==> src/rtl/tp_pkg.sv <==
// Shared definitions for the transposer write-drain path.
// Contents:
//   tp_state_t : drain FSM states (IDLE, ACTIVE, DRAIN, DONE)
//   AW_DEF     : default write-port address width
//   BUFFD_DEF  : default data bytes per line
package tp_pkg;

   localparam int AW_DEF    = 16;
   localparam int BUFFD_DEF = 64;

   typedef enum logic [1:0] {
      IDLE   = 2'd0,
      ACTIVE = 2'd1,
      DRAIN  = 2'd2,
      DONE   = 2'd3
   } tp_state_t;

endpackage

==> src/rtl/tp_sync_fifo.sv <==
// First-word-fall-through synchronous FIFO.
// The head entry is presented on dout straight from the storage registers,
// so a consumer sees it the cycle after it is pushed.
// Ports:
//   clk, reset : clock and synchronous active-high reset
//   clear      : synchronous flush (pointers and count back to zero)
//   push, din  : write request and data; accepted when not full or when
//                a pop happens in the same cycle
//   pop        : remove the head entry (ignored when empty)
//   dout       : head entry
//   empty/full : occupancy flags
//   count      : number of stored entries
module tp_sync_fifo #(
   parameter int W     = 8,
   parameter int DEPTH = 8,
   localparam int PW   = $clog2(DEPTH),
   localparam int CW   = $clog2(DEPTH + 1)
) (
   input  logic          clk,
   input  logic          reset,
   input  logic          clear,
   input  logic          push,
   input  logic [W-1:0]  din,
   input  logic          pop,
   output logic [W-1:0]  dout,
   output logic          empty,
   output logic          full,
   output logic [CW-1:0] count
);

   logic [W-1:0]  mem [DEPTH];
   logic [PW-1:0] wr_ptr_reg;
   logic [PW-1:0] rd_ptr_reg;
   logic [CW-1:0] count_reg;
   logic          do_push;
   logic          do_pop;

   assign empty = (count_reg == '0);
   assign full  = (count_reg == CW'(DEPTH));
   assign count = count_reg;
   assign dout  = mem[rd_ptr_reg];

   assign do_pop  = pop && !empty;
   // A push into a full FIFO is still taken when the head leaves this cycle.
   assign do_push = push && (!full || do_pop);

   always_ff @(posedge clk) begin
      if (reset || clear) begin
         wr_ptr_reg <= '0;
         rd_ptr_reg <= '0;
         count_reg  <= '0;
      end else begin
         if (do_push) wr_ptr_reg <= wr_ptr_reg + PW'(1);
         if (do_pop)  rd_ptr_reg <= rd_ptr_reg + PW'(1);
         case ({do_push, do_pop})
            2'b10:   count_reg <= count_reg + CW'(1);
            2'b01:   count_reg <= count_reg - CW'(1);
            default: count_reg <= count_reg;
         endcase
      end
   end

   // Storage has no reset; only the pointers define what is valid.
   always_ff @(posedge clk) begin
      if (do_push && !reset && !clear) mem[wr_ptr_reg] <= din;
   end

endmodule

==> src/rtl/tp_wr_drain.sv <==
// Drains the transposer's unthrottled write stream into SRAM through a
// small FWFT FIFO and reports when every write of a job has landed.
// Ports:
//   clk, reset            : clock and synchronous active-high reset
//   init_pulse            : job start; flushes the FIFO and clears errors
//   waddr/wdata/wdata_vld : transposer write stream (no backpressure)
//   finish                : transposer job-finished pulse
//   mem_waddr/mem_wdata/mem_wvld, mem_wready : SRAM write handshake
//   almost_full           : count >= DEPTH-2, lets the transposer stall
//   done                  : one-cycle pulse once the job has fully drained
//   err_ovf / err_unexp   : sticky overflow / write-outside-job flags
module tp_wr_drain
   import tp_pkg::*;
#(
   parameter int AW    = AW_DEF,
   parameter int BUFFD = BUFFD_DEF,
   parameter int DEPTH = 8
) (
   input  logic               clk,
   input  logic               reset,
   input  logic               init_pulse,
   input  logic [AW-1:0]      waddr,
   input  logic [BUFFD*8-1:0] wdata,
   input  logic               wdata_vld,
   input  logic               finish,
   output logic [AW-1:0]      mem_waddr,
   output logic [BUFFD*8-1:0] mem_wdata,
   output logic               mem_wvld,
   input  logic               mem_wready,
   output logic               almost_full,
   output logic               done,
   output logic               err_ovf,
   output logic               err_unexp
);

   localparam int DW = BUFFD * 8;
   localparam int CW = $clog2(DEPTH + 1);

   tp_state_t     state_reg;
   logic          err_ovf_reg;
   logic          err_unexp_reg;
   logic          fifo_empty;
   logic          fifo_full;
   logic [CW-1:0] fifo_count;
   logic          push_req;
   logic          pop_req;
   logic          in_job;
   logic [AW+DW-1:0] head;

   assign in_job   = (state_reg == ACTIVE) || (state_reg == DRAIN);
   // init_pulse flushes the FIFO, so a write in that same cycle is discarded.
   assign push_req = wdata_vld && in_job && !init_pulse;
   assign pop_req  = !fifo_empty && mem_wready;

   tp_sync_fifo #(
      .W     (AW + DW),
      .DEPTH (DEPTH)
   ) u_fifo (
      .clk   (clk),
      .reset (reset),
      .clear (init_pulse),
      .push  (push_req),
      .din   ({waddr, wdata}),
      .pop   (pop_req),
      .dout  (head),
      .empty (fifo_empty),
      .full  (fifo_full),
      .count (fifo_count)
   );

   assign {mem_waddr, mem_wdata} = head;
   assign mem_wvld    = !fifo_empty;
   assign almost_full = (fifo_count >= CW'(DEPTH - 2));
   assign done        = (state_reg == DONE);
   assign err_ovf     = err_ovf_reg;
   assign err_unexp   = err_unexp_reg;

   always_ff @(posedge clk) begin
      if (reset) begin
         state_reg     <= IDLE;
         err_ovf_reg   <= 1'b0;
         err_unexp_reg <= 1'b0;
      end else if (init_pulse) begin
         state_reg     <= ACTIVE;
         err_ovf_reg   <= 1'b0;
         err_unexp_reg <= 1'b0;
      end else begin
         if (push_req && fifo_full && !pop_req) err_ovf_reg <= 1'b1;
         if (wdata_vld && !in_job)              err_unexp_reg <= 1'b1;
         case (state_reg)
            IDLE:    state_reg <= IDLE;
            ACTIVE:  if (finish) state_reg <= DRAIN;
            // A write landing in an empty FIFO still has to drain first.
            DRAIN:   if (fifo_count == '0 && !push_req) state_reg <= DONE;
            DONE:    state_reg <= IDLE;
            default: state_reg <= IDLE;
         endcase
      end
   end

endmodule

==> config.mk <==
export PLATFORM = sky130hd
export DESIGN_NAME = tp_wr_drain
export DESIGN_NICKNAME = d
export VERILOG_FILES = /design/src/rtl/tp_pkg.sv /design/src/rtl/tp_sync_fifo.sv /design/src/rtl/tp_wr_drain.sv
export SDC_FILE = /design/constraint.sdc
export NUM_CORES = 2
export LEC_CHECK = 0
export BUFFER_PORTS_ARGS = -buffer_cell sky130_fd_sc_hd__buf_2
export CAP_MARGIN = 20
export CORE_MARGIN = 2
export CORE_UTILIZATION = 50
export CTS_BUF_LIST = sky130_fd_sc_hd__clkbuf_4 sky130_fd_sc_hd__clkbuf_8 sky130_fd_sc_hd__clkbuf_16
export CTS_CLUSTER_DIAMETER = 120
export DETAILED_ROUTE_END_ITERATION = 6
export MAX_ROUTING_LAYER = met4
export PLACE_DENSITY_LB_ADDON = 0.08
export SETUP_SLACK_MARGIN = 0.15
export SYNTH_ARGS = -nofsm -noshare
export SYNTH_HDL_FRONTEND = slang
export SYNTH_HIERARCHICAL = 1
export SYNTH_MEMORY_MAX_BITS = 65536
export SYNTH_SLANG_ARGS = --single-unit
==> constraint.sdc <==
create_clock -name clk -period 56.7 [get_ports clk]
set_input_delay 8.505 -clock clk [delete_from_list [all_inputs] [get_ports clk]]
set_output_delay 8.505 -clock clk [all_outputs]
set_load 0.05 [all_outputs]
Word level (Yosys, flattened, before mapping)
Memory sizes are Yosys's and may differ from the RTL's. A register that Yosys moved wholly into a read port is not among the register bits.
Cells that the tools add are included.
{ "totals": {"latchBits": 0, "mem_count": 1, "register_bits": 14, "out_inout_bits": 533, "word_cells": 60, "ramBits": 4224, "rom_bits": 0, "input_bits": 534} }
{ "op_classes": {"div": 0, "n_eq_ne": 10, "n_mux": 9, "order_cmp": 1, "bitwise": 0, "shifts": 0, "addsub": 4, "n_reduce_logical": 28, "mul": 0} }
{ "mem_list": {"columns": ["name", "words", "width", "rd", "rd_ports_with_merged_regs", "wr", "line_no", "text"], "rows": [
  ["u_fifo.mem", 8, 528, 1, 1, 1, "tp_sync_fifo.sv:31", "logic [W-1:0] mem [DEPTH];"]
]} }
{ "ops": {"columns": ["cell", "n"], "rows": [
  ["1-bit logical AND", 11],
  ["4-bit case mux with 2 select lines", 1],
  ["1-bit zero test", 7],
  ["3-bit by 1-bit adder with 3-bit output, second input constant", 2],
  ["2-bit == test, second input constant", 3],
  ["3-bit 2-to-1 mux", 2],
  ["2-bit case mux with 3 select lines", 1],
  ["4-bit by 1-bit adder with 4-bit output, second input constant", 1],
  ["2-bit by 1-bit == test with 1-bit output, second input constant", 2],
  ["4-bit == test, second input constant", 1],
  ["4-bit by 3-bit >= comparator with 1-bit output, second input constant", 1],
  ["4-bit zero test", 1],
  ["2-bit 2-to-1 mux", 2],
  ["2-bit AND reduction", 2],
  ["2-bit OR reduction", 2],
  ["4-bit by 1-bit subtractor with 4-bit output, second input constant", 1],
  ["1-bit logical OR", 3],
  ["1-bit 2-to-1 mux", 3],
  ["3-bit by 2-bit inequality test with 1-bit output, second input constant", 1],
  ["3-bit inequality test, second input constant", 1],
  ["2-bit zero test", 1],
  ["2-bit by 1-bit inequality test with 1-bit output, second input constant", 1],
  ["2-bit inequality test, second input constant", 1],
  ["2-bit nonzero test", 1]
]} }

Depth between registers and ports, before layout
{ "depth": {"ltp_word": 10, "mapped_depth": 13, "mapped_depth_nobuf": 12} }

Modules after synthesis
Netlist, hierarchy kept.
{ "by_module_without_submodules": {"columns": ["mod", "seq_area_each_um2", "instances", "area_per_inst_um2", "cells_per_inst"], "rows": [
  ["tp_sync_fifo", 127101.9, 1, 159127.6, 6187],
  ["tp_wr_drain", 80.1, 1, 294.0, 30]
]} }

Worst setup path before layout
OpenSTA, ideal clock, no wires.
{ "synth_timing": {"kind": "input to register", "from": "input port wdata_vld", "to": "memory u_fifo/mem[4][0] (netlist bit) (enable)", "setup_slack_ns": 9.359, "arrival_ns": 45.273, "setup_ns": 2.068, "cell_stages": 4, "required_ns": 54.632, "n_path_buf": 0, "path_cell_list": "nor3b_1 > o21ai_0 > or3_1 > nor3_1"} }
{ "synth_via": {"elab_chain_len": 7} }
{ "synth_rtl": {"columns": ["item", "line_no", "text"], "rows": [
  ["start, declared", "tp_wr_drain.sv:24", "input logic wdata_vld,"],
  ["1-bit logical AND (2 in a row)", "tp_wr_drain.sv:52", "assign push_req = wdata_vld && in_job && !init_pulse;"],
  ["1-bit logical AND", "tp_sync_fifo.sv:45", "assign do_push = push && (!full || do_pop);"],
  ["1-bit logical AND (2 in a row)", "tp_sync_fifo.sv:65", "if (do_push && !reset && !clear) mem[wr_ptr_reg] <= din;"],
  ["1-bit 2-to-1 mux", "tp_sync_fifo.sv:65", null],
  ["1-bit 2-to-1 mux (not written as such)", "tp_sync_fifo.sv:65", null],
  ["end, declared", "tp_sync_fifo.sv:31", null]
]} }
Every way passes these cells.

==> key figures <==
Pwr
  – Final Power: 6.33 mW
  – Leak pwr: 57.5 nW
  – Max rail drop VDD: 34.1 µV
  – P per Cell Area: 34.4 mW/mm²

Min path
  – Hold crit path type: reg -> reg
  – Hold Crit Depth: 2

Timing
  – RSZ-0062 raised after global routing: no
  – Count of final setup violators: 0
  – Worst-Margin Slew: 1.13 ns
  – Clock Skews: 0.0713 ns
  – Hold slack: 0.514 ns
  – Worst rel slew slack: 0.243
  – Final setup TNS: 0 ns
  – Max Fclk: 62.1 MHz
  – Final Slew Violations: 0
  – Post-layout minimum cycle time: 16.12 ns
  – Final Hold Vio Count: 0
  – Final worst path period share: 0.284

Drt
  – Routed length per placed instance: 29.6 µm
  – Vias post-DR: 70.5k
  – Vias per cell: 5.75
  – DRC Markers: 0
  – Antenna-violating nets left: 0
  – DRT iter0 DRCs: 5843
  – Drt total wl: 363000 µm
  – Pre-antenna DRT Iters: 5

Synthesis
  – Distinct cells, synth: 42
  – Cells after Synth: 6217
  – Synth Flop Type: edfxtp_1
  – Top post-synthesis cells by area: edfxtp_1 (80%), mux4_2 (15%), mux2_2 (3.7%), buf_6 (0.64%), clkbuf_1 (0.25%)
  – Ys Warns: 6
  – Share of the synthesized area in the top cell type: 0.796
  – Register bit total from synthesis: 4241
  – Sequential-to-total area share from yosys stat: 0.798
  – Yosys top cell by area: edfxtp_1
  – Post-synth EDFFs: 4224
  – Mapped Nets: 6760
  – Synth Cell Area: 0.159 mm²
  – Ys async rst share: 0
  – Syn Area/Cell: 25.6 µm²

Worst setup path
  – Critical setup path kind: reg -> out
  – WP data arrival: 7.61 ns
  – Worst EP required: 48.19 ns
  – Crit-path max FO: 42
  – Reg2reg setup slack: 49.74 ns
  – R2R cell count: 11
  – Crit path to: mem_wdata[419]
  – CP startpoint kind: register
  – R2r startpoint: state_reg[0]
  – RR Endpoint: u_fifo/mem[0][283]
  – Endpoint class of the critical path: output pin

Place
  – GPL Wtd Cong: 0.768
  – DP HPWL: 212000 µm
  – Port bufs: 1066

Floorplanning
  – Die height: 569 µm
  – Die X: 569 µm
  – Initial Util: 0.502
  – Die ar.: 0.323 mm²
  – I/O pin count: 1067
  – Num rows: 207
  – Core ar.: 0.318 mm²

Clock tree
  – Clk slew on worst S/H paths: 0.06 ns
  – Insertion delay to the later sink of the worst-skew pair: 0.96 ns
  – CTS max path bufs: 4
  – Clock root cell: clkbuf_16
  – Post-CTS Setup Bufs: 0
  – Number of hold buffers added after CTS: 0
  – Clk sinks: 4241
  – Num CTS Buffers: 433
  – CTS tree: built
  – Cts repair resizes: 0
  – # H-tree levels: 5

Global routing
  – Largest net degree at the start of global routing: 124
  – Initial antenna violation count: 226
  – First-pass GRT wire length: 523000 µm
  – Vias in the first global route: 72.7k
  – GRT Resource Usage Total: 0.230
  – Grt ovf: 0

Job
  – Max-cap check violation count: 0

Layout
  – Max reg flops: 4224
  – Layout overhead on the synthesized area: 15.4%
  – Fraction of layout cells with a size suffix above 1: 0.441
  – Nets: 8105

Outcome
  – Status: finished clean
## cell families (layout without fill, tap and decap cells)
family,after synthesis,after routing,synth area share
other,0,159,0
AO/OA/AOI/OAI,20,20,0.00103
multiplexers,1587,1587,0.187
XOR/XNOR,7,7,0.000385
buffers and inverters,306,2014,0.0118
AND/OR/NAND/NOR,47,47,0.00156
flip-flops,4241,4241,0.798
adder cells (fa/ha/maj),9,9,0.000753
## stage by stage
stage	setup slack, ns	utilization	cell area [µm²]	instances
2_1_floorplan	9.36	-	159000	6217
3_3_place_gp	41.23	0.533	169000	11300
3_5_place_dp	41.23	0.533	169000	11300
4_1_cts	40.15	0.578	184000	12100
5_1_grt	39.72	0.579	184000	12200
6_report	40.58	0.580	184000	12300
## cells in the mapped netlist (4+ instances only)
library cell / n
nor2_1: 20
clkbuf_1: 108
nand2b_1: 6
mux4_2: 1056
mux2_2: 528
ha_1: 8
buf_4: 4
dfxtp_1: 17
edfxtp_1: 4224
buf_6: 90
nor3_1: 5
buf_1: 57
inv_1: 9
xnor2_1: 4
buf_2: 38
## critical path, stage by stage (launching register included)
cell     delay (ns)
dfxtp_4        0.78
buf_4          0.75
buf_4          0.78
buf_4          0.69
buf_4          0.68
buf_4          0.78
buf_4          0.78
mux4_2         0.59
mux2_2         0.30
buf_2          0.22
## report_power, final
group | internal (mW) | switching, mW | total (mW) | leakage [nW]
Sequential | 3.45 | 0.00120 | 3.45 | 38.1
Combinational | 0.0231 | 0.0638 | 0.0869 | 12.4
Clock | 1.60 | 1.19 | 2.79 | 7.05
Total | 5.08 | 1.26 | 6.33 | 57.5
## metal layers
layer	vias up	routed length, µm	GRT usage
li1	29900	-	-
met1	38000	145000	0.293
met2	2076	174000	0.352
met3	546	36500	0.0887
met4	0	7990	0.0483
met5	-	0	-
## how the worst min path moves through the flow
stage / start / to / slack (ns)
after floorplan: u_fifo/rd_ptr_reg[2] / register / 0.48
after global placement: err_unexp / err_unexp / 0.50
after detailed placement: err_unexp / err_unexp / 0.50
after CTS: err_unexp / err_unexp / 0.51
after global routing: err_unexp / err_unexp / 0.56
final: err_unexp / err_unexp / 0.51
## area by class of cell
type                       instances  area [µm²]
fill                           22900      134000
sequential                      4241      127000
multi-input combinational       1670       30400
clock buffer                     526       11600
timing repair buffer            1207        6560
tap                             4180        5230
clock inverter                   272        2640
antenna                          159         398
inverter                           9        33.8
## cells in the final DEF, fill, tap and decap left out, drive strengths merged, types with 4 or more instances in the layout
| master | Yosys | final |
|---|---|---|
| edfxtp | 4224 | 4224 |
| xnor2 | 4 | 4 |
| inv | 9 | 18 |
| buf | 189 | 1207 |
| bufinv | 0 | 32 |
| diode | 0 | 159 |
| clkbuf | 108 | 526 |
| mux2 | 528 | 528 |
| mux4 | 1056 | 1056 |
| clkinv | 0 | 221 |
| nor3 | 5 | 5 |
| clkinvlp | 0 | 10 |
| nor2 | 20 | 20 |
| dfxtp | 17 | 17 |
| ha | 8 | 8 |
| nand2b | 6 | 6 |
Power figures use the tool's default switching activity.
